==> src/rtl/fdd_track_writeback.sv <==
// fdd_track_writeback
//   Writes dirty sectors of the floppy track buffer back to the SD image.
//   Each byte the disk controller stores into the track buffer marks its
//   sector dirty. A flush pulse, about a second without buffer writes, or a
//   head move away from the dirty track starts a flush. The flush writes
//   every dirty sector, lowest index first, through the hps_io
//   sd_wr/sd_ack/sd_lba handshake. The CPU is stalled during a flush, except
//   for a timeout flush while the head stays on the dirty track.
//
// Ports
//   clk_sys        system clock
//   reset          synchronous, active-high reset
//   track[5:0]     current head track
//   fd_write_disk  track-buffer write strobe, one cycle per byte
//   fd_track_addr  track-buffer address: [12:9] sector, [8:0] byte
//   img_mounted    one-cycle pulse when a new image is mounted
//   img_readonly   image is read-only, sampled on img_mounted
//   flush          one-cycle request for an immediate flush
//   sd_ack         hps_io acknowledge for drive 0
//   sd_lba[31:0]   LBA of the sector being written (SECTORS*track + sector)
//   sd_wr          write request to hps_io
//   buf_sec[3:0]   sector whose bytes hps_io reads ({buf_sec, sd_buff_addr})
//   cpu_wait       CPU stall
//   dirty          at least one sector is waiting to be written
//   state_dbg[2:0] current controller state, for observation only
//
// Handshake: sd_wr rises with sd_lba/buf_sec already valid and stays high
// until a rising edge of sd_ack. sd_wr then drops, and the sector counts as
// written on the following falling edge of sd_ack. sd_lba and buf_sec do
// not change from the rise of sd_wr until that falling edge. A started
// handshake is always completed, even when a new image is mounted.
module fdd_track_writeback #(
  parameter int SECTORS     = 13,
  parameter int IDLE_CYCLES = 14000000
) (
  input  logic        clk_sys,
  input  logic        reset,
  input  logic [5:0]  track,
  input  logic        fd_write_disk,
  input  logic [13:0] fd_track_addr,
  input  logic        img_mounted,
  input  logic        img_readonly,
  input  logic        flush,
  input  logic        sd_ack,
  output logic [31:0] sd_lba,
  output logic        sd_wr,
  output logic [3:0]  buf_sec,
  output logic        cpu_wait,
  output logic        dirty,
  output logic [2:0]  state_dbg
);

  localparam logic [31:0] SECTORS_W = SECTORS;
  localparam logic [31:0] IDLE_W    = IDLE_CYCLES;

  typedef enum logic [2:0] {
    S_IDLE = 3'd0,
    S_SCAN = 3'd1,
    S_REQ  = 3'd2,
    S_XFER = 3'd3,
    S_DONE = 3'd4
  } state_t;

  state_t             state;
  logic [SECTORS-1:0] mask;
  logic [5:0]         dirty_track;
  logic               protect;
  logic [31:0]        idle_cnt;
  logic               old_ack;
  logic               abort;   // image changed during a handshake

  logic [3:0]         sec;
  logic               mark;
  logic [SECTORS-1:0] set_vec;
  logic [SECTORS-1:0] clr_vec;
  logic [SECTORS-1:0] mask_nxt;
  logic [3:0]         low_idx;
  logic               ack_rise;
  logic               ack_fall;
  logic               mask_any;
  logic               track_moved;
  logic               timeout;
  logic               trigger;
  logic               xfer_end;
  logic               unused_addr_bits;

  assign unused_addr_bits = ^{fd_track_addr[13], fd_track_addr[8:0]};
  assign dirty            = |mask;
  assign state_dbg        = state;

  always_comb begin
    sec      = fd_track_addr[12:9];
    mark     = fd_write_disk && !protect && ({28'd0, sec} < SECTORS_W);
    set_vec  = '0;
    if (mark) set_vec[sec] = 1'b1;

    ack_rise = sd_ack && !old_ack;
    ack_fall = !sd_ack && old_ack;

    // Lowest dirty sector wins, so scan from the top down.
    low_idx = '0;
    for (int i = SECTORS - 1; i >= 0; i--) begin
      if (mask[i]) low_idx = 4'(i);
    end

    mask_any    = |mask;
    track_moved = (track != dirty_track);
    timeout     = (idle_cnt == IDLE_W);
    trigger     = (state == S_IDLE) && !img_mounted && mask_any &&
                  (flush || timeout || track_moved);
    xfer_end    = (state == S_XFER) && ack_fall;

    clr_vec = '0;
    if (img_mounted && (state == S_IDLE || state == S_SCAN)) begin
      clr_vec = '1;
    end else if (xfer_end) begin
      if (abort || img_mounted) clr_vec = '1;
      else                      clr_vec[buf_sec] = 1'b1;
    end

    // A write landing on the sector just finished keeps it dirty.
    mask_nxt = (mask & ~clr_vec) | set_vec;
  end

  always_ff @(posedge clk_sys) begin
    if (reset) begin
      state       <= S_IDLE;
      mask        <= '0;
      dirty_track <= '0;
      protect     <= 1'b0;
      idle_cnt    <= '0;
      old_ack     <= 1'b0;
      abort       <= 1'b0;
      sd_wr       <= 1'b0;
      sd_lba      <= '0;
      buf_sec     <= '0;
      cpu_wait    <= 1'b0;
    end else begin
      old_ack <= sd_ack;
      mask    <= mask_nxt;

      if (img_mounted) protect <= img_readonly;

      // The track is captured only by the first write into an empty mask.
      if (mark && !mask_any) dirty_track <= track;

      if (mark || state == S_DONE ||
          (img_mounted && (state == S_IDLE || state == S_SCAN))) begin
        idle_cnt <= '0;
      end else if (state == S_IDLE && mask_any && !timeout) begin
        idle_cnt <= idle_cnt + 32'd1;
      end

      // A quiet timeout flush must still stall the CPU once the head moves.
      if ((state == S_SCAN || state == S_REQ || state == S_XFER) && track_moved) begin
        cpu_wait <= 1'b1;
      end

      case (state)
        S_IDLE: begin
          abort <= 1'b0;
          if (img_mounted) begin
            cpu_wait <= 1'b0;
          end else if (trigger) begin
            state    <= S_SCAN;
            cpu_wait <= flush || track_moved;
          end
        end
        S_SCAN: begin
          if (img_mounted) begin
            state    <= S_IDLE;
            cpu_wait <= 1'b0;
          end else if (!mask_any) begin
            state <= S_DONE;
          end else begin
            buf_sec <= low_idx;
            sd_lba  <= SECTORS_W * {26'd0, dirty_track} + {28'd0, low_idx};
            sd_wr   <= 1'b1;
            state   <= S_REQ;
          end
        end
        S_REQ: begin
          if (img_mounted) abort <= 1'b1;
          if (ack_rise) begin
            sd_wr <= 1'b0;
            state <= S_XFER;
          end
        end
        S_XFER: begin
          if (img_mounted) abort <= 1'b1;
          if (ack_fall) begin
            state <= (abort || img_mounted || mask_nxt == '0) ? S_DONE : S_SCAN;
          end
        end
        S_DONE: begin
          cpu_wait <= 1'b0;
          abort    <= 1'b0;
          state    <= S_IDLE;
        end
        default: state <= S_IDLE;
      endcase
    end
  end

endmodule

==> config.mk <==
export PLATFORM = sky130hd
export DESIGN_NAME = fdd_track_writeback
export DESIGN_NICKNAME = d
export VERILOG_FILES = /design/src/rtl/fdd_track_writeback.sv
export SDC_FILE = /design/constraint.sdc
export NUM_CORES = 1
export LEC_CHECK = 0
export CAP_MARGIN = 20
export CORE_ASPECT_RATIO = 0.75
export CORE_MARGIN = 3
export CORE_UTILIZATION = 35
export CTS_BUF_LIST = sky130_fd_sc_hd__clkbuf_16
export DETAILED_ROUTE_END_ITERATION = 16
export PLACE_DENSITY = 0.63
export SKIP_LAST_GASP = 1
export SLEW_MARGIN = 20
export SYNTH_ARGS = -nofsm -noshare
export SYNTH_HDL_FRONTEND = slang
export SYNTH_SLANG_ARGS = --single-unit
==> constraint.sdc <==
create_clock -name clk_sys -period 3 [get_ports clk_sys]
set_clock_uncertainty 0.2 [all_clocks]
set_input_delay 0.6 -clock clk_sys [delete_from_list [all_inputs] [get_ports clk_sys]]
set_output_delay 0.6 -clock clk_sys [all_outputs]
set_load 0.02 [all_outputs]
; ---- Word level (Yosys, flattened, before mapping)
; Cells that the tools add are included.
[op_classes]
n_addsub = 2
mul = 1
order_cmp = 5
eq_ne = 13
muxes = 40
bitwise_logic = 4
reduce_logical = 43
[ops]
columns = cell, n
row1 = 13-bit 2-to-1 mux, 4
row2 = 4-bit 2-to-1 mux, 13
row3 = "32-bit by 1-bit adder with 32-bit output, second input constant", 1
row4 = "32-bit by 24-bit equality test with 1-bit output, second input constant", 1
row5 = 3-bit 2-to-1 mux, 7
row6 = 1-bit logical AND, 15
row7 = 13-bit bitwise AND, 1
row8 = 13-bit logical NOT, 1
row9 = 13-bit inverter, 1
row10 = 13-bit bitwise OR, 1
row11 = 13-bit OR reduction, 1
row12 = "2-bit inequality test, second input constant", 6
row13 = 3-bit case mux with 4 select lines, 1
row14 = 10-bit by 4-bit adder with 11-bit output, 1
row15 = 1-bit logical OR, 10
row16 = "4-bit by 5-bit < comparator with 1-bit output, second input constant", 2
row17 = "4-bit by 6-bit multiplier with 10-bit output, first input constant", 1
row18 = 1-bit 2-to-1 mux, 10
row19 = 1-bit demux with 4-bit select, 2
row20 = "4-bit by 1-bit greater-or-equal comparator with 1-bit output, second input constant", 2
row21 = 4-bit AND reduction, 2
row22 = "3-bit by 2-bit equality test with 1-bit output, second input constant", 2
row23 = 1-bit logical NOT, 6
row24 = 6-bit inequality test, 1
row25 = 12 further kinds, 16
[totals]
ff_bits = 95
input_bits = 27
output_inout_bits = 42
wordCells = 119

; ---- Logic depth before layout (Yosys ltp)
; Gate-level depths: netlist of run 1.
[logic_depth]
ltp_word = 15
mapped_depth = 18
ltp_nobuf = 18

; ---- Worst setup path before layout of run 1
; No wires, ideal clock.
[synth_path]
path_kind = reg2reg
from = register mask[8]
to = register sd_lba[9]
setup_time_ps = 120
arrival_time_ps = 2922
required_time_ps = 2680
path_slack_ps = -242
path_stages_with_launch = 12
n_path_buf = 0
synth_period_minus_slack_ps = 3242
cell_sequence = dfxtp_1 -> or4_1 -> nor2_1 -> nor2_1 -> fa_1 -> ha_1 -> nor2b_1 -> o21ai_0 -> a21oi_1 -> o21ai_0 -> a211o_1 -> a211o_1
[synth_between]
elab_chain_len = 10
word_cells_on_any_way = 12
classes_between = add/sub: 1 / mux: 9 / reduce/logical: 2
[synth_rtl]
columns = element, line_no
row1 = start: declaration, 65  ; logic [SECTORS-1:0] mask;
row2 = start signal: assignment, 140  ; mask <= mask_nxt;
row3 = 4-bit 2-to-1 mux (9 in a row), 103  ; if (mask[i]) low_idx = 4'(i);
row4 = named net low_idx[3], 77  ; logic [3:0] low_idx;
row5 = 10-bit by 4-bit adder with 11-bit output, 177  ; sd_lba <= SECTORS_W * {26'd0, dirty_track} + {28'd0, low_idx};
row6 = end signal: assignment, 177
row7 = end: declaration, 45  ; output logic [31:0] sd_lba,
; The timed path passes the listed nets, and every way through them passes these cells.
; A chain may end at the register's enable or synchronous reset.

; ---- Worst setup path after layout of run 1
[layout_path]
from = register mask[9]
to = register sd_lba[9]
[layout_between]
elab_chain_len = 11
word_cells_on_any_way = 13
classes_between = add/sub: 1 / mux: 10 / reduce/logical: 2
[layout_rtl]
columns = element, line_no
row1 = 4-bit 2-to-1 mux (10 in a row), 103
row2 = named net low_idx[3], 77
row3 = 10-bit by 4-bit adder with 11-bit output, 177
; The timed path passes the listed nets, and every way through them passes these cells.

==> impl_metrics.json, run 1 <==
{
  "status": "complete, but fails checks",
  "violations": "setup timing",
  "num_vias": 4053,
  "htreeDepth": 3,
  "final_core_util": 0.460,
  "cts_sinks": 74,
  "max_slew.worst_pin.slew_ns": 0.613,
  "hold_viol": 0,
  "io_pins": 69,
  "root_buffer": "clkbuf_16",
  "cts_tree": "yes",
  "antenna_found_initial": 0,
  "ys_types": 53,
  "grt_use_total": 0.156,
  "async_flop_share": 0,
  "end_kind": "flip-flop",
  "synth-edff-count": 0,
  "drtPass1Iterations": 4,
  "dpl_cell_area_um2": 5290,
  "grt_pass1_vias": 3709,
  "design_area_um2": 5720,
  "worstSetupStartpointType": "flip-flop",
  "fin_crit_ns": 3.20,
  "p_leak_nw": 2.26,
  "dp_hpwl_um": 8270,
  "path_max_fanout": 5,
  "drive_gt1_frac": 0.168,
  "holdWs_ns": 0.250,
  "viasPerCell": 5.12,
  "wl_met2_um": 4830,
  "total_power_mw": 2.43,
  "setup_viol": 5,
  "grt_start_max_net_pins": 48,
  "max_slew_margin": 0.590,
  "overflow": 0,
  "grt_pass1_wl_um": 18100,
  "wl_met1_um": 5590,
  "nFillCells": 1221,
  "die_y_um": 104,
  "hold_path.class": "flip-flop to flip-flop",
  "crit_required_ns": 3.02,
  "core_area_um2": 12400,
  "post-place-cells": 768,
  "numCtsBuffers": 9,
  "dominantRegCellSynth": "dfxtp_1",
  "nNetsFinal": 680,
  "layoutNonFillerInstCount": 791,
  "place_congestion": 0.858,
  "ys_seq_area_frac": 0.329,
  "start_util": 0.362,
  "syn_area_um2": 4500,
  "die_area_um2": 14300,
  "pre_cts_ws_ns": -0.247,
  "clockBufferDepth": 2,
  "ys.warnings.count": 0,
  "clk_latency_ns": 0.33,
  "top_layer_used": "met4",
  "clkTransAtPathRegs_ns": 0.06,
  "maxCapViolCount": 0,
  "drt-total-wl_um": 11200,
  "rsz0062_at_grt": "true",
  "ir_drop_v": 0.000279,
  "finalMaxSlewViolations": 0,
  "wl_per_cell_um": 14.2,
  "ant_nets": 0,
  "synthCells": 544,
  "synth_area_per_cell_um2": 8.28,
  "timing.setup.tns_ns": -0.574,
  "die_w_um": 137,
  "route.met3.wl_um": 689,
  "fmax_mhz": 313,
  "powerDensity_nw_per_um2": 425,
  "fin_ws_ns": -0.196,
  "critPathKind": "flip-flop to flip-flop",
  "drc": 0,
  "n_antenna_cell": 0,
  "port_buffers": 37,
  "rows": 35,
  "arrival_ns": 3.22,
  "initialDrtViolationCount": 251,
  "syn2layout_area_growth_pct": 27.1,
  "ys_ff_latch": 74,
  "period_share": 1.07
}
## worst paths after layout
| kind | from | end | slack (ns) | cells past startpoint |
|---|---|---|---|---|
| hold reg to reg | sd_lba[1] | sd_lba[1] | 0.25 | 2 |
| setup / recovery | mask[9] | sd_lba[9] | -0.20 | 11 |
| setup reg to reg | mask[9] | sd_lba[9] | -0.20 | 11 |
| hold / removal | sd_lba[1] | sd_lba[1] | 0.25 | 2 |
## placed cells by master, fill, tap and decap left out, types with 13 or more instances in the layout
cell type | synthesis | final
ha_1 | 29 | 27
o211ai_1 | 13 | 13
a21oi_1 | 28 | 24
nor2_1 | 74 | 72
buf_4 | 21 | 53
nand2_1 | 35 | 35
xor2_1 | 18 | 18
nand3_1 | 15 | 15
xnor2_1 | 21 | 21
nor2b_1 | 15 | 14
dfxtp_1 | 74 | 68
clkdlybuf4s50_1 | 0 | 36
inv_1 | 30 | 30
conb_1 | 1 | 21
## layout make-up
type	count	area, um^2	area share
Clock buffer	9	225	0.0394
Clock inverter	7	68.8	0.0120
Inverter	30	113	0.0197
Multi-Input combinational cell	415	2850	0.498
Sequential cell	74	1490	0.260
Tap cell	166	208	0.0363
Timing Repair Buffer	90	767	0.134
## timing repair
action | CTS | global route
buffers inserted | 6 | 1
setup endpoints to repair | 6 | 6
gates resized for setup | 23 | 4
endpoints found under the hold margin | 0 | 0
pin swaps | 24 | 8
hold buffers | 0 | 0
## sequential cells by signal (all words and copies together), names as in the netlist
signal and cells:
buf_sec 4, mask 13, sd_lba 11, abort 1, state_dbg 3, dirty_track 6
cpu_wait 1, protect 1, idle_cnt 32, sd_wr 1, old_ack 1
## routing by layer
metal  vias to the layer above  global-route usage
met3                        13              0.0430
met5                         -                   0
met2                       107               0.227
met1                      1905               0.226
li1                       2028                   -
met4                         0              0.0399
## cell usage after synthesis, types with 3 or more instances
| cell | number | area (um^2) |
|---|---|---|
| a32o_1 | 6 | 60.1 |
| nor4b_1 | 5 | 43.8 |
| nand2_1 | 35 | 131 |
| xor2_1 | 18 | 158 |
| a32oi_1 | 6 | 52.6 |
| a211oi_1 | 4 | 30.0 |
| or3_1 | 3 | 18.8 |
| inv_1 | 30 | 113 |
| dfxtp_1 | 74 | 1480 |
| a21o_1 | 3 | 22.5 |
| o211ai_1 | 13 | 97.6 |
| nor3_1 | 12 | 60.1 |
| nand4_1 | 8 | 50.1 |
| mux2i_1 | 4 | 40.0 |
| and3_1 | 9 | 56.3 |
| nor2b_1 | 15 | 93.8 |
| nor3b_1 | 3 | 22.5 |
| clkbuf_1 | 20 | 75.1 |
| xnor2_1 | 21 | 184 |
| nor2_1 | 74 | 278 |
| o21ai_0 | 14 | 70.1 |
| nor4bb_1 | 5 | 50.1 |
| nand3_1 | 15 | 75.1 |
| buf_4 | 21 | 158 |
| o21bai_1 | 3 | 22.5 |
| or4b_2 | 3 | 30.0 |
| and2_1 | 5 | 31.3 |
| and4_1 | 6 | 52.6 |
| ha_1 | 29 | 363 |
| and4b_1 | 3 | 30.0 |
| nor4_1 | 9 | 56.3 |
| fa_1 | 4 | 80.1 |
| nand3b_1 | 7 | 52.6 |
| a21oi_1 | 28 | 140 |
## power by group
part	internal (mW)	total (mW)	switching (mW)
logic	0.149	0.353	0.204
registers	0.995	1.01	0.0109
clock network	0.642	1.07	0.429
total	1.79	2.43	0.645
## critical path, stage by stage (launching register included)
cell and delay [ns]:
dfxtp_2 0.33, or4_4 0.57, nor2_4 0.13, nor2_2 0.05, fa_1 0.43, ha_1 0.30
nor2b_4 0.15, o21ai_2 0.07, a21oi_2 0.17, o21ai_2 0.09, a211o_1 0.29, a211o_1 0.31
## cell families (layout without fill, tap and decap cells)
family	after synthesis	in the layout	synth area share
AO/OA/AOI/OAI	90	90	0.135
adder cells (fa/ha/maj)	33	33	0.0984
flip-flops	74	74	0.329
XOR/XNOR	39	39	0.0759
AND/OR/NAND/NOR	228	228	0.270
other	1	21	0.000833
buffers and inverters	75	136	0.0820
multiplexers	4	4	0.00889
Power figures use the tool's default switching activity.
==> run 2, diff against run 1 <==
--- a/config.mk
+++ b/config.mk
@@ -6,12 +6,14 @@
 export NUM_CORES = 1
 export LEC_CHECK = 0
 export CAP_MARGIN = 20
+export CELL_PAD_IN_SITES_DETAIL_PLACEMENT = 1
+export CELL_PAD_IN_SITES_GLOBAL_PLACEMENT = 1
 export CORE_ASPECT_RATIO = 0.75
 export CORE_MARGIN = 3
 export CORE_UTILIZATION = 35
 export CTS_BUF_LIST = sky130_fd_sc_hd__clkbuf_16
 export DETAILED_ROUTE_END_ITERATION = 16
-export PLACE_DENSITY = 0.63
+export PLACE_DENSITY = 0.79
 export SKIP_LAST_GASP = 1
 export SLEW_MARGIN = 20
 export SYNTH_ARGS = -nofsm -noshare
==> run 2 against run 1 <==
  * The run still ends with setup timing left
  * Register-to-register slack got worse by 0.02 ns
  * Flip-flop and latch count is the same
  * Combinational power is 11% higher
  * Critical path depth increased by 1
  * Clock power is essentially flat
  * Core utilization increased by 0.50 points
  * Largest cell class unchanged
  * Largest power group unchanged
  * Highest routed layer unchanged
==> impl_metrics.json, run 2 (synthesis results as in run 1) <==
{
  "top_regs": "idle_cnt x32, mask x13, sd_lba x11",
  "r2r-end": "sd_lba[9]",
  "start_util": 0.362,
  "multi_input_area_um2": 2890,
  "layoutNonFillerInstCount": 793,
  "initialDrtViolationCount": 179,
  "seq_power_share": 0.403,
  "die_y_um": 104,
  "final_common_cell": "nor2_1",
  "ir_drop_v": 0.000276,
  "rows": 35,
  "maxCapViolCount": 0,
  "viasPerCell": 5.31,
  "power.internal_mw": 1.81,
  "finalMaxSlewViolations": 0,
  "power.net_switching_uw": 691,
  "period_share": 1.07,
  "combPwrFrac": 0.157,
  "timing.setup.tns_ns": -0.662,
  "port_buffers": 37,
  "fin_ws_ns": -0.219,
  "use_met1": 0.254,
  "grt_use_total": 0.196,
  "critPathKind": "flip-flop to flip-flop",
  "crit_end": "sd_lba[9]",
  "grt_pass1_vias": 4519,
  "arrival_ns": 3.25,
  "largest_register_ff_count": 32,
  "end_kind": "flip-flop",
  "num_vias": 4213,
  "setup_viol": 6,
  "core_area_um2": 12400,
  "io_pins": 69,
  "n_antenna_cell": 0,
  "clockBufferDepth": 2,
  "ff2ff_setup_slack_ns": -0.22,
  "p_leak_nw": 2.26,
  "final_core_util": 0.465,
  "clkTransAtPathRegs_ns": 0.07,
  "max_slew_margin": 0.560,
  "die_area_um2": 14300,
  "drt-total-wl_um": 13600,
  "hold_path.class": "flip-flop to flip-flop",
  "rsz0062_at_grt": "true",
  "grt.met2_usage": 0.325,
  "hold_viol": 0,
  "busiest_layer": "met2",
  "clockPowerShare": 0.440,
  "overflow": 0,
  "clk_latency_ns": 0.34,
  "grt_pass1_wl_um": 22600,
  "pre_cts_ws_ns": -0.291,
  "worstRegToRegCells": 12,
  "htreeDepth": 3,
  "post-place-cells": 773,
  "r2r-start": "mask[8]",
  "seq_area_um2": 1490,
  "violations": "setup timing",
  "cts_sinks": 74,
  "max_slew.worst_pin.slew_ns": 0.658,
  "die_w_um": 137,
  "grt_start_max_net_pins": 33,
  "layout_common_cells": "nor2_1 (71), dfxtp_1 (68), buf_4 (54)",
  "fin_crit_ns": 3.22,
  "critPathLaunch": "mask[8]",
  "numCtsBuffers": 9,
  "antenna_found_initial": 0,
  "powerDensity_nw_per_um2": 432,
  "ant_nets": 0,
  "status": "complete, but fails checks",
  "drtPass1Iterations": 4,
  "root_buffer": "clkbuf_16",
  "met3_usage": 0.0401,
  "drc": 0,
  "wl_per_cell_um": 17.2,
  "switching_share": 0.277,
  "place_congestion": 0.846,
  "drive_gt1_frac": 0.171,
  "fmax_mhz": 311,
  "cts_hold_buffers": 0,
  "regMostFlops": "idle_cnt",
  "cts_tree": "yes",
  "nNetsFinal": 682,
  "syn2layout_area_growth_pct": 28.5,
  "worstSetupStartpointType": "flip-flop",
  "path_max_fanout": 4,
  "dp_hpwl_um": 10000,
  "total_power_mw": 2.50,
  "nFillCells": 1485,
  "crit_required_ns": 3.03
}
## run 2: changes by cell type in the layout (fill, tap and decap cells not counted), sizes merged
cell	previous run	this run
clkinvlp	1	2
buf	53	55
clkinv	3	2
## run 2: final cells by class
type | instances | area share
Inverter | 30 | 0.0195
Multi-Input combinational cell | 415 | 0.500
Clock buffer | 9 | 0.0389
Tap cell | 166 | 0.0359
Sequential cell | 74 | 0.258
Clock inverter | 7 | 0.0121
Timing Repair Buffer | 92 | 0.136
## run 2: worst min-delay path by stage
stage,start,end,cells after the start
floorplan,protect,protect,2
global placement,sd_lba[4],sd_lba[4],2
detailed placement,sd_lba[1],sd_lba[1],2
CTS,sd_lba[1],sd_lba[1],2
global route,sd_lba[6],sd_lba[6],2
finish,sd_lba[1],sd_lba[1],2
## run 2: repair_timing
item / 4_1_cts / 5_1_grt
setup endpoints to repair: 7 / 11
endpoints found under the hold margin: 0 / 0
setup buffers: 1 / 5
resized for setup: 10 / 23
pin swaps: 16 / 16
## run 2: metrics by stage
step	cell area [um^2]	hold slack, ns
global placement	5330	0.241
finish	5790	0.258
global route	5790	0.290
floorplan	4620	0.261
detailed placement	5330	0.254
CTS	5670	0.262
## run 2: power groups by stage
stage	Clock, mW	Sequential, mW	Combinational, mW
5_1_grt	1.16	1.01	0.434
3_3_place_gp	0	1.03	0.338
3_5_place_dp	0	1.03	0.354
6_report	1.10	1.01	0.393
4_1_cts	1.12	1.01	0.371
2_1_floorplan	0	1.03	0.225
## run 2: worst max-delay path, cell delays in order, from the launching register on
cell,delay [ns]
dfxtp_4,0.36
or4_4,0.57
o21ai_1,0.16
and2_1,0.22
ha_4,0.15
inv_1,0.06
fa_2,0.41
nor2b_4,0.13
o21ai_2,0.07
a21oi_2,0.16
o21ai_2,0.08
a211o_1,0.28
a211o_1,0.26
## run 2: metal layers
layer | share of wire | vias to the layer above
li1 | - | 2032
met1 | 0.45 | 2065
met2 | 0.48 | 94
met3 | 0.046 | 22
met4 | 0.018 | 0
met5 | 0 | -
